$ cat src/rtl/keypad_scanner.sv
// Column-strobed 4x4 active-low keypad scanner with whole-scan debounce.
// Emits one key_valid pulse per debounced press; key_code holds the last accepted key.
module keypad_scanner #(
  parameter int SCAN_CYCLES    = 4,
  parameter int DEBOUNCE_SCANS = 3
) (
  input  logic       clk,
  input  logic       reset_n,
  input  logic [3:0] row,
  output logic [3:0] col,
  output logic [3:0] key_code,
  output logic       key_valid,
  output logic       key_held,
  output logic       multi_err
);

  localparam int DW = $clog2(SCAN_CYCLES);
  localparam int CW = $clog2(DEBOUNCE_SCANS + 1);
  localparam logic [DW-1:0] DWELL_LAST = DW'(SCAN_CYCLES - 1);

  typedef enum logic [1:0] {
    S_IDLE     = 2'd0,
    S_DEBOUNCE = 2'd1,
    S_PRESSED  = 2'd2,
    S_RELEASE  = 2'd3
  } state_e;

  logic [DW-1:0] dwell_q, dwell_d;
  logic [1:0]    col_idx_q, col_idx_d;
  logic [1:0]    acc_cnt_q, acc_cnt_d;
  logic [3:0]    acc_code_q, acc_code_d;

  logic          sample;
  logic          scan_end;
  logic [2:0]    col_hits;
  logic [2:0]    hit_sum;
  logic [1:0]    scan_cnt;
  logic [3:0]    scan_code;
  logic          res_none, res_one, res_multi;

  state_e        state_q;
  logic [CW-1:0] cnt_q;
  logic [3:0]    cand_q;
  logic [3:0]    key_code_q;
  logic          key_valid_q, key_held_q, multi_err_q;

  assign col = ~(4'b0001 << col_idx_q);

  always_comb begin
    sample    = (dwell_q == DWELL_LAST);
    scan_end  = sample && (col_idx_q == 2'd3);
    col_hits  = '0;
    scan_code = acc_code_q;
    // Later rows overwrite earlier ones, so the code is the last pressed key seen.
    for (int r = 0; r < 4; r++) begin
      if (!row[r]) begin
        col_hits  = col_hits + 3'd1;
        scan_code = {col_idx_q, r[1:0]};
      end
    end
    hit_sum   = {1'b0, acc_cnt_q} + col_hits;
    scan_cnt  = (hit_sum >= 3'd2) ? 2'd2 : hit_sum[1:0];
    res_none  = scan_end && (scan_cnt == 2'd0);
    res_one   = scan_end && (scan_cnt == 2'd1);
    res_multi = scan_end && (scan_cnt == 2'd2);

    dwell_d    = sample ? '0 : dwell_q + DW'(1);
    col_idx_d  = sample ? col_idx_q + 2'd1 : col_idx_q;
    acc_cnt_d  = acc_cnt_q;
    acc_code_d = acc_code_q;
    if (scan_end) begin
      acc_cnt_d  = '0;
      acc_code_d = '0;
    end else if (sample) begin
      acc_cnt_d  = scan_cnt;
      acc_code_d = scan_code;
    end
  end

  always_ff @(posedge clk or negedge reset_n) begin
    if (!reset_n) begin
      dwell_q    <= '0;
      col_idx_q  <= '0;
      acc_cnt_q  <= '0;
      acc_code_q <= '0;
    end else begin
      dwell_q    <= dwell_d;
      col_idx_q  <= col_idx_d;
      acc_cnt_q  <= acc_cnt_d;
      acc_code_q <= acc_code_d;
    end
  end

  always_ff @(posedge clk or negedge reset_n) begin
    if (!reset_n) begin
      state_q     <= S_IDLE;
      cnt_q       <= '0;
      cand_q      <= '0;
      key_code_q  <= '0;
      key_valid_q <= 1'b0;
      key_held_q  <= 1'b0;
      multi_err_q <= 1'b0;
    end else begin
      key_valid_q <= 1'b0;
      multi_err_q <= 1'b0;
      if (scan_end) begin
        case (state_q)
          S_IDLE: begin
            if (res_one) begin
              cand_q <= scan_code;
              if (DEBOUNCE_SCANS == 1) begin
                state_q     <= S_PRESSED;
                cnt_q       <= CW'(DEBOUNCE_SCANS);
                key_code_q  <= scan_code;
                key_valid_q <= 1'b1;
                key_held_q  <= 1'b1;
              end else begin
                state_q <= S_DEBOUNCE;
                cnt_q   <= CW'(1);
              end
            end else if (res_multi) begin
              multi_err_q <= 1'b1;
            end
          end
          S_DEBOUNCE: begin
            if (res_one && (scan_code == cand_q)) begin
              if (int'(cnt_q) + 1 >= DEBOUNCE_SCANS) begin
                state_q     <= S_PRESSED;
                cnt_q       <= CW'(DEBOUNCE_SCANS);
                key_code_q  <= cand_q;
                key_valid_q <= 1'b1;
                key_held_q  <= 1'b1;
              end else begin
                cnt_q <= cnt_q + CW'(1);
              end
            end else if (res_one) begin
              cand_q <= scan_code;
              cnt_q  <= CW'(1);
            end else begin
              state_q     <= S_IDLE;
              cnt_q       <= '0;
              multi_err_q <= res_multi;
            end
          end
          S_PRESSED: begin
            // No auto-repeat: any key activity simply keeps the press alive.
            if (res_none) begin
              if (DEBOUNCE_SCANS == 1) begin
                state_q    <= S_IDLE;
                cnt_q      <= '0;
                key_held_q <= 1'b0;
              end else begin
                state_q <= S_RELEASE;
                cnt_q   <= CW'(1);
              end
            end
          end
          default: begin
            if (res_none) begin
              if (int'(cnt_q) + 1 >= DEBOUNCE_SCANS) begin
                state_q    <= S_IDLE;
                cnt_q      <= '0;
                key_held_q <= 1'b0;
              end else begin
                cnt_q <= cnt_q + CW'(1);
              end
            end else begin
              state_q <= S_PRESSED;
              cnt_q   <= CW'(DEBOUNCE_SCANS);
            end
          end
        endcase
      end
    end
  end

  assign key_code  = key_code_q;
  assign key_valid = key_valid_q;
  assign key_held  = key_held_q;
  assign multi_err = multi_err_q;

endmodule

$ cat config.mk
export PLATFORM = sky130hd
export DESIGN_NAME = keypad_scanner
export DESIGN_NICKNAME = d
export VERILOG_FILES = /design/src/rtl/keypad_scanner.sv
export SDC_FILE = /design/constraint.sdc
export NUM_CORES = 1
export LEC_CHECK = 0
export CORE_MARGIN = 5
export CORE_UTILIZATION = 50
export CTS_CLUSTER_DIAMETER = 80
export DETAILED_ROUTE_END_ITERATION = 8
export GPL_TIMING_DRIVEN = 0
export PLACE_DENSITY = 0.83
export SETUP_SLACK_MARGIN = 0.15
export SLEW_MARGIN = 15
export SYNTH_ARGS = -nofsm -noshare
export SYNTH_HDL_FRONTEND = slang
export SYNTH_SLANG_ARGS = --single-unit
$ cat constraint.sdc
create_clock -name clk -period 2.7 [get_ports clk]
set_clock_uncertainty 0.1 [all_clocks]
set_input_delay 0.405 -clock clk [delete_from_list [all_inputs] [get_ports clk]]
set_output_delay 0.405 -clock clk [all_outputs]
set_load 0.01 [all_outputs]
After elaboration in Yosys (flattened, before gate mapping). Index checks and enable logic that the tools add are counted.

Add/subtract/negate cells: 8. Magnitude comparators: 2. Equal/unequal tests: 14. Shift-type cells: 1. Mux-type cells: 47. Bitwise gates (word level): 2. Reductions and logical operators: 16.

Operators by type and width (count): 2-bit two-way mux (16); 4-bit two-way mux (8); 1-bit two-way mux (15); 2-bit one-hot mux with 3 select lines (2); 3-bit by 1-bit adder with 3-bit output, second input constant (3); 3-bit two-way mux (3); 2-bit equality test, second input constant (4); 2-bit != test, second input constant (4); 4-bit one-hot mux with 2 select lines (1); 2-bit by 1-bit adder with 2-bit output, second input constant (3); 3-bit by 2-bit greater-or-equal comparator with 1-bit output, second input constant (2); 3-bit != test, second input constant (2); 3-bit AND reduction (2); 6-bit AND reduction (1); 2-bit nonzero test (3); 1-bit logical AND (5); 5-bit by 1-bit != test with 1-bit output, second input constant (1); 5-bit AND reduction (1); 2-bit by 1-bit equality test with 1-bit output, second input constant (2); 4-bit equality test (1); 2-bit zero test (2); 4-bit NOT (1); 1-bit one-hot mux with 2 select lines (2); 4-bit AND reduction (1); 5 further kinds (5).

Register bits: 25. Input port bits: 6. Logic and storage cells: 101.

Longest topological paths before layout.
Word-level depth: 16. Mapped depth: 12. Depth with buffers taken out: 12.

Least setup slack after synthesis. Ideal clock, no wire load.

Path kind: input port to flip-flop. From: input port row[0]. To: register cand_q[0]. Arrival: 3.209 ns. Data required time: 2.472 ns. Slack: -0.737 ns. Stages on the path: 11. Cell sequence: inv_1 -> ha_1 -> xnor2_1 -> ha_1 -> mux2_2 -> fa_1 -> xnor3_1 -> and2b_1 -> nand2_1 -> a211oi_4 -> mux2_1.

Cells in the longest elaborated chain, start to end: 15. Elaborated cells between the ends (all ways): 23. Classes of those cells: add/sub: 4; order compare: 1; eq/ne: 3; mux: 12; reduce/logical: 3.

RTL lines: start, declared (RTL line 9) `input logic [3:0] row,`; 1-bit two-way mux (RTL line 56) `if (!row[r]) begin`; 3-bit by 1-bit adder with 3-bit output (RTL line 57) `col_hits = col_hits + 3'd1;`; 3-bit two-way mux (RTL line 56); 3-bit by 1-bit adder with 3-bit output (RTL line 57); 3-bit two-way mux (RTL line 56); 3-bit by 1-bit adder with 3-bit output (RTL line 57); 3-bit two-way mux (RTL line 56); 2-bit by 3-bit adder with 3-bit output (RTL line 61) `hit_sum = {1'b0, acc_cnt_q} + col_hits;`; 3-bit by 2-bit greater-or-equal comparator with 1-bit output (RTL line 62) `scan_cnt = (hit_sum >= 3'd2) ? 2'd2 : hit_sum[1:0];`; 2-bit two-way mux (RTL line 62); 2-bit by 1-bit equality test with 1-bit output (RTL line 64) `res_one = scan_end && (scan_cnt == 2'd1);`; 1-bit logical AND (RTL line 64); 4-bit two-way mux / 1-bit logical AND (equally long branches) (RTL line 109, 136, 126); 4-bit two-way mux / 2-bit != test (equally long branches); 4-bit one-hot mux with 2 select lines / 3-bit AND reduction (equally long branches); end signal, assigned (RTL line 110) `cand_q <= scan_code;`; end signal, assigned (RTL line 137) `cand_q <= scan_code;`; end, declared (RTL line 43) `logic [3:0] cand_q;`.

Parallel ways exist; a longest one is shown, timed or not. The select of a mux whose other input is x is not followed. A chain may end at the register's enable or synchronous reset.

Worst setup path after layout.
From: input port row[0]. To: register state_q[0].

Cells in the longest elaborated chain, start to end: 15. Elaborated cells between the ends (all ways): 29. Classes of those cells: add/sub: 4; order compare: 1; eq/ne: 7; mux: 12; reduce/logical: 5.

RTL lines: 1-bit two-way mux (RTL line 56); 3-bit by 1-bit adder with 3-bit output (RTL line 57); 3-bit two-way mux (RTL line 56); 3-bit by 1-bit adder with 3-bit output (RTL line 57); 3-bit two-way mux (RTL line 56); 3-bit by 1-bit adder with 3-bit output (RTL line 57); 3-bit two-way mux (RTL line 56); 2-bit by 3-bit adder with 3-bit output (RTL line 61); 3-bit by 2-bit greater-or-equal comparator with 1-bit output (RTL line 62); 2-bit two-way mux (RTL line 62); 2-bit by 1-bit equality test with 1-bit output (RTL line 64); 1-bit logical AND (RTL line 64); 1-bit logical AND (RTL line 126) `if (res_one && (scan_code == cand_q)) begin`; 3-bit != test (no source line) / 2-bit two-way mux (equally long branches); 6-bit AND reduction (no source line) / 2-bit one-hot mux with 3 select lines (equally long branches); end signal, assigned (RTL line 128) `state_q <= S_PRESSED;`; end signal, assigned (RTL line 140) `state_q <= S_IDLE;`; end signal, assigned (RTL line 149) `state_q <= S_IDLE;`; end, declared (RTL line 41) `state_e state_q;`.

Parallel ways exist; a longest one is shown, timed or not.

==> results.md <==
Outcome:
- The flow ran to the end, but the final reports show violations.
- The final reports fail on negative setup slack.

Power and ir drop:
- The total power per unit cell area is roughly 470 mW/mm^2.
- The analysis attributes to cell leakage a power of 0.8929 nW.
- The worst-case IR drop observed on VDD is roughly 500 uV.
- The power consumption is between 0.9 and 1 mW.

Clock tree:
- The clock passes through at most 2 buffers.
- The tree is rooted in a clkbuf_4.
- The number of sinks driven by the clock tree is 25.
- For the worst-skew pair, the clock arrives at the later sink with an insertion delay of 0.33 ns.
- The clock tree from TritonCTS is built.
- The maximum level of the CTS H-tree is 1.
- The number of buffers created by CTS is 3.
- Clock-pin slew was measured on the worst setup and hold paths at 0.13 ns.

Logic synthesis:
- The largest total area in the synthesized netlist belongs to dfrtp_1.
- The share of synthesized flip-flops with an asynchronous set or reset is 1.000.
- The register bit total from synthesis is 25.
- The commonest register cell after synthesis is dfrtp_1.
- For this run, the register share of the synthesized area comes to 0.3861.
- In this run the mean area of a mapped cell was roughly 10 um^2.
- The synthesis warning total is 0.
- By area the synthesized netlist is led by dfrtp_1, ha_1, inv_1.
- The count of flip-flops with a built-in enable after synthesis is 0.
- Synthesis produced about 160 cells.
- The share of synthesized area in the top cell type comes to 0.3861.
- The commonest cells after synthesis are dfrtp_1, inv_1, ha_1.
- The number of different library cells used by synthesis comes to 45.
- The summed instance area of the synthesized netlist is ~0.0016 mm^2.
- The most common cell in the synthesized netlist is dfrtp_1.
- The post-synth net total is 177.

Critical path:
- The family with the most delay on the worst path is adder cells.
- The element type at the critical path start is an input pin.
- STA classifies the critical path endpoint as a register.
- The buffering stage count on the worst path with inverters included is 3.
- The worst register-to-register path begins at acc_cnt_q[0].
- The slowest stage of the critical path is the mux2_1 cell.
- On the worst path, the slowest cell contributes a delay of about 0.34 ns.
- By startpoint and endpoint, the worst setup path is classified as input pin to register.
- Traced cell by cell, the critical path runs through buf_12, inv_12, ha_4, xnor2_4, ha_4, mux2_4, fa_2, xnor3_2, buf_6, and4_4, o41a_1, nor3_2, mux2_1.
- At the worst endpoint, the required time is about 2.8 ns.
- The maximum fanout along the worst path is 3.
- STA puts the critical path data arrival time at between 2 and 3 ns.
- The start point of the critical path is row[0].
- The most common cell type on the critical path is ha_4.

Final layout:
- The final layout contains 207 nets.
- Across the whole layout, storage elements account for between 600 and 700 um^2.
- Counting the fill cells in the layout gives 233.
- The layout-stage area growth over the synthesis result is 27.34%.
- 0 antenna diodes ended up in the layout.
- The multi-input combinational cells in the finished layout cover a total of about 980 um^2.
- In the final layout, the share of cells above drive strength 1 is 0.2581.
- At the end of the flow the core is filled with cells to 0.6703.

Route:
- The met3 wirelength from detailed routing is between 100 and 150 um.
- After detailed routing, no signal wire sits above met4.
- In the routed design, unresolved DRC markers number 0.
- The violation count after the first detailed-routing iteration is 70.
- After detailed routing, the number of vias per cell comes to 5.543.
- The routed length per instance is roughly 15 um.
- Wires add up to 3534 um.
- Summing over every cut layer, the via total after detailed routing is 1275.
- After detailed routing, the wire length on met1 is between 1500 and 2000 um.
- The count of nets left with antenna violations once routing finished came out at 0.
- The first detailed-routing pass ran for 4 iterations.
- The routed design uses between 1500 and 2000 um of met2 wire.

Timing:
- The timing-limited maximum frequency is between 300 and 400 MHz.
- Setup repair after global routing could not meet its margin everywhere.
- The normalized max-slew margin is 0.5890.
- Setup slack on the critical path of the routed design comes to -0.1425 ns.
- The final clock period utilization by the worst path is 1.053.
- The transition at the pin with the smallest max-transition slack is approximately 0.61 ns.
- On the final layout, the worst hold slack is 0.3576 ns.
- The final-report setup violation count is 12.
- The number of endpoints with negative hold slack in the final report is 0.
- The clock period minus worst slack is approximately 2.8 ns.
- The max-slew violation total from the final report is 0.

Global route:
- The via count of the first global-routing pass is 1309.
- Entering global routing, the biggest net connects 26 pins.
- The global-route wire length before repair is around 6000 um.
- The number of antenna violations at the first check in global routing is 0.
- The global-route total usage across every layer is 0.1783.
- The aggregate global routing overflow is 0.

Placed design:
- The global placer's final weighted congestion is slightly above 0.9.
- Once detailed placement completed, the half-perimeter wirelength came to roughly 2400 um.
- In this run the tool buffered the top-level ports with 14 buffer cells.

Floorplan:
- After floorplanning, the core was divided into 20 placement rows.
- The core region is just over 0.003 mm^2.
- The effective utilization at floorplan is 0.5264.
- The die outline area is ~0.0045 mm^2.
- The die is approximately 67 um wide.
- 17 I/O pins were placed.
- The chip height is ~67 um.

Hold path:
- The source of the worst hold timing path is row[3].
- The class of the tightest hold or removal check is input pin to register.

Run:
- The max-cap check violation count is 0.
sequential cells by signal, summed over array words and instances, names as in the netlist:
| signal | cells |
|---|---|
| key_held | 1 |
| dwell_q | 2 |
| key_code | 4 |
| cand_q | 4 |
| acc_cnt_q | 2 |
| col_idx_q | 2 |
| acc_code_q | 4 |
| cnt_q | 2 |
| multi_err | 1 |
| key_valid | 1 |
| state_q | 2 |
worst min-delay path: stages:
cell     delay (ns)
buf_6          0.11
nand3_1        0.11
inv_1          0.07
o22ai_1        0.07
metrics by stage:
stage                     setup TNS (ns)  setup WS, ns  std cells  instance area [um^2]
after floorplan                   -2.045       -0.3175        157                  1680
after global placement            -16.06        -1.216        215                  1876
after detailed placement          -17.42        -1.279        215                  1876
after CTS                         -1.270       -0.1364        228                  2012
after global routing              -1.749       -0.1985        230                  2063
final                             -1.042       -0.1425        230                  2063
worst paths after layout:
path	cells after the start	slack, ns	endpoint
max	13	-0.14	state_q[0]
min	4	0.36	acc_code_q[0]
max reg2reg	8	0.29	state_q[0]
min reg2reg	1	0.37	dwell_q[0]
max in group asynchronous	2	1.68	multi_err
min in group asynchronous	2	0.47	key_code[3]
cells by family (layout without fill, tap and decap cells):
kind of cell / after synthesis / in the layout / synth area share
AO/OA/AOI/OAI: 28 / 28 / 0.1251
XOR/XNOR: 6 / 6 / 0.04092
adder cells (fa/ha/maj): 14 / 14 / 0.1127
buffers and inverters: 26 / 55 / 0.07413
flip-flops: 25 / 25 / 0.3861
multiplexers: 14 / 14 / 0.1042
AND/OR/NAND/NOR: 44 / 44 / 0.1568
area by class of cell:
| class | instances | area share |
|---|---|---|
| buffer | 5 | 0.02001 |
| clock buffer | 3 | 0.01092 |
| clock inverter | 1 | 0.002426 |
| inverter | 21 | 0.04548 |
| multi-input combinational | 106 | 0.4736 |
| sequential | 25 | 0.3032 |
| tap | 44 | 0.02668 |
| timing repair buffer | 25 | 0.1176 |
where the power goes:
part           switching (mW)  total (mW)  internal, mW
clock network           0.116       0.172        0.0557
logic                   0.175       0.331         0.156
registers              0.0482       0.458         0.410
total                   0.339       0.961         0.621
timing repair:
item	in CTS	in global routing
hold buffers	0	1
gates cloned	0	0
setup endpoints to repair	17	14
pin swaps	3	2
setup buffers	9	1
resized for setup	24	5
endpoints found under the hold margin	0	25
per-layer routing:
| layer | global-route usage | vias up |
|---|---|---|
| li1 | - | 607 |
| met1 | 0.2112 | 631 |
| met2 | 0.3057 | 29 |
| met3 | 0.02867 | 8 |
| met4 | 0.09620 | 0 |
| met5 | 0 | - |
cells in the final DEF (no fill, tap or decap), types with 2 or more instances in the layout:
cell type | synthesis | layout
a31oi_1 | 4 | 4
nor2b_1 | 4 | 4
mux2_4 | 4 | 6
nand3b_1 | 2 | 2
nor3_1 | 3 | 3
clkbuf_4 | 0 | 3
nand2b_1 | 3 | 3
ha_4 | 0 | 2
inv_1 | 21 | 19
xnor2_1 | 4 | 3
nor2_1 | 9 | 8
nand2_1 | 8 | 7
ha_1 | 13 | 11
dfrtp_1 | 25 | 25
a21oi_1 | 3 | 3
nand3_1 | 2 | 2
o21ai_0 | 6 | 5
buf_6 | 3 | 5
mux2i_1 | 5 | 5
nand4_1 | 3 | 3
clkdlybuf4s50_1 | 0 | 11
buf_4 | 0 | 8
and4_4 | 1 | 2
o22ai_1 | 6 | 6
(Power assumes the default switching activity.)
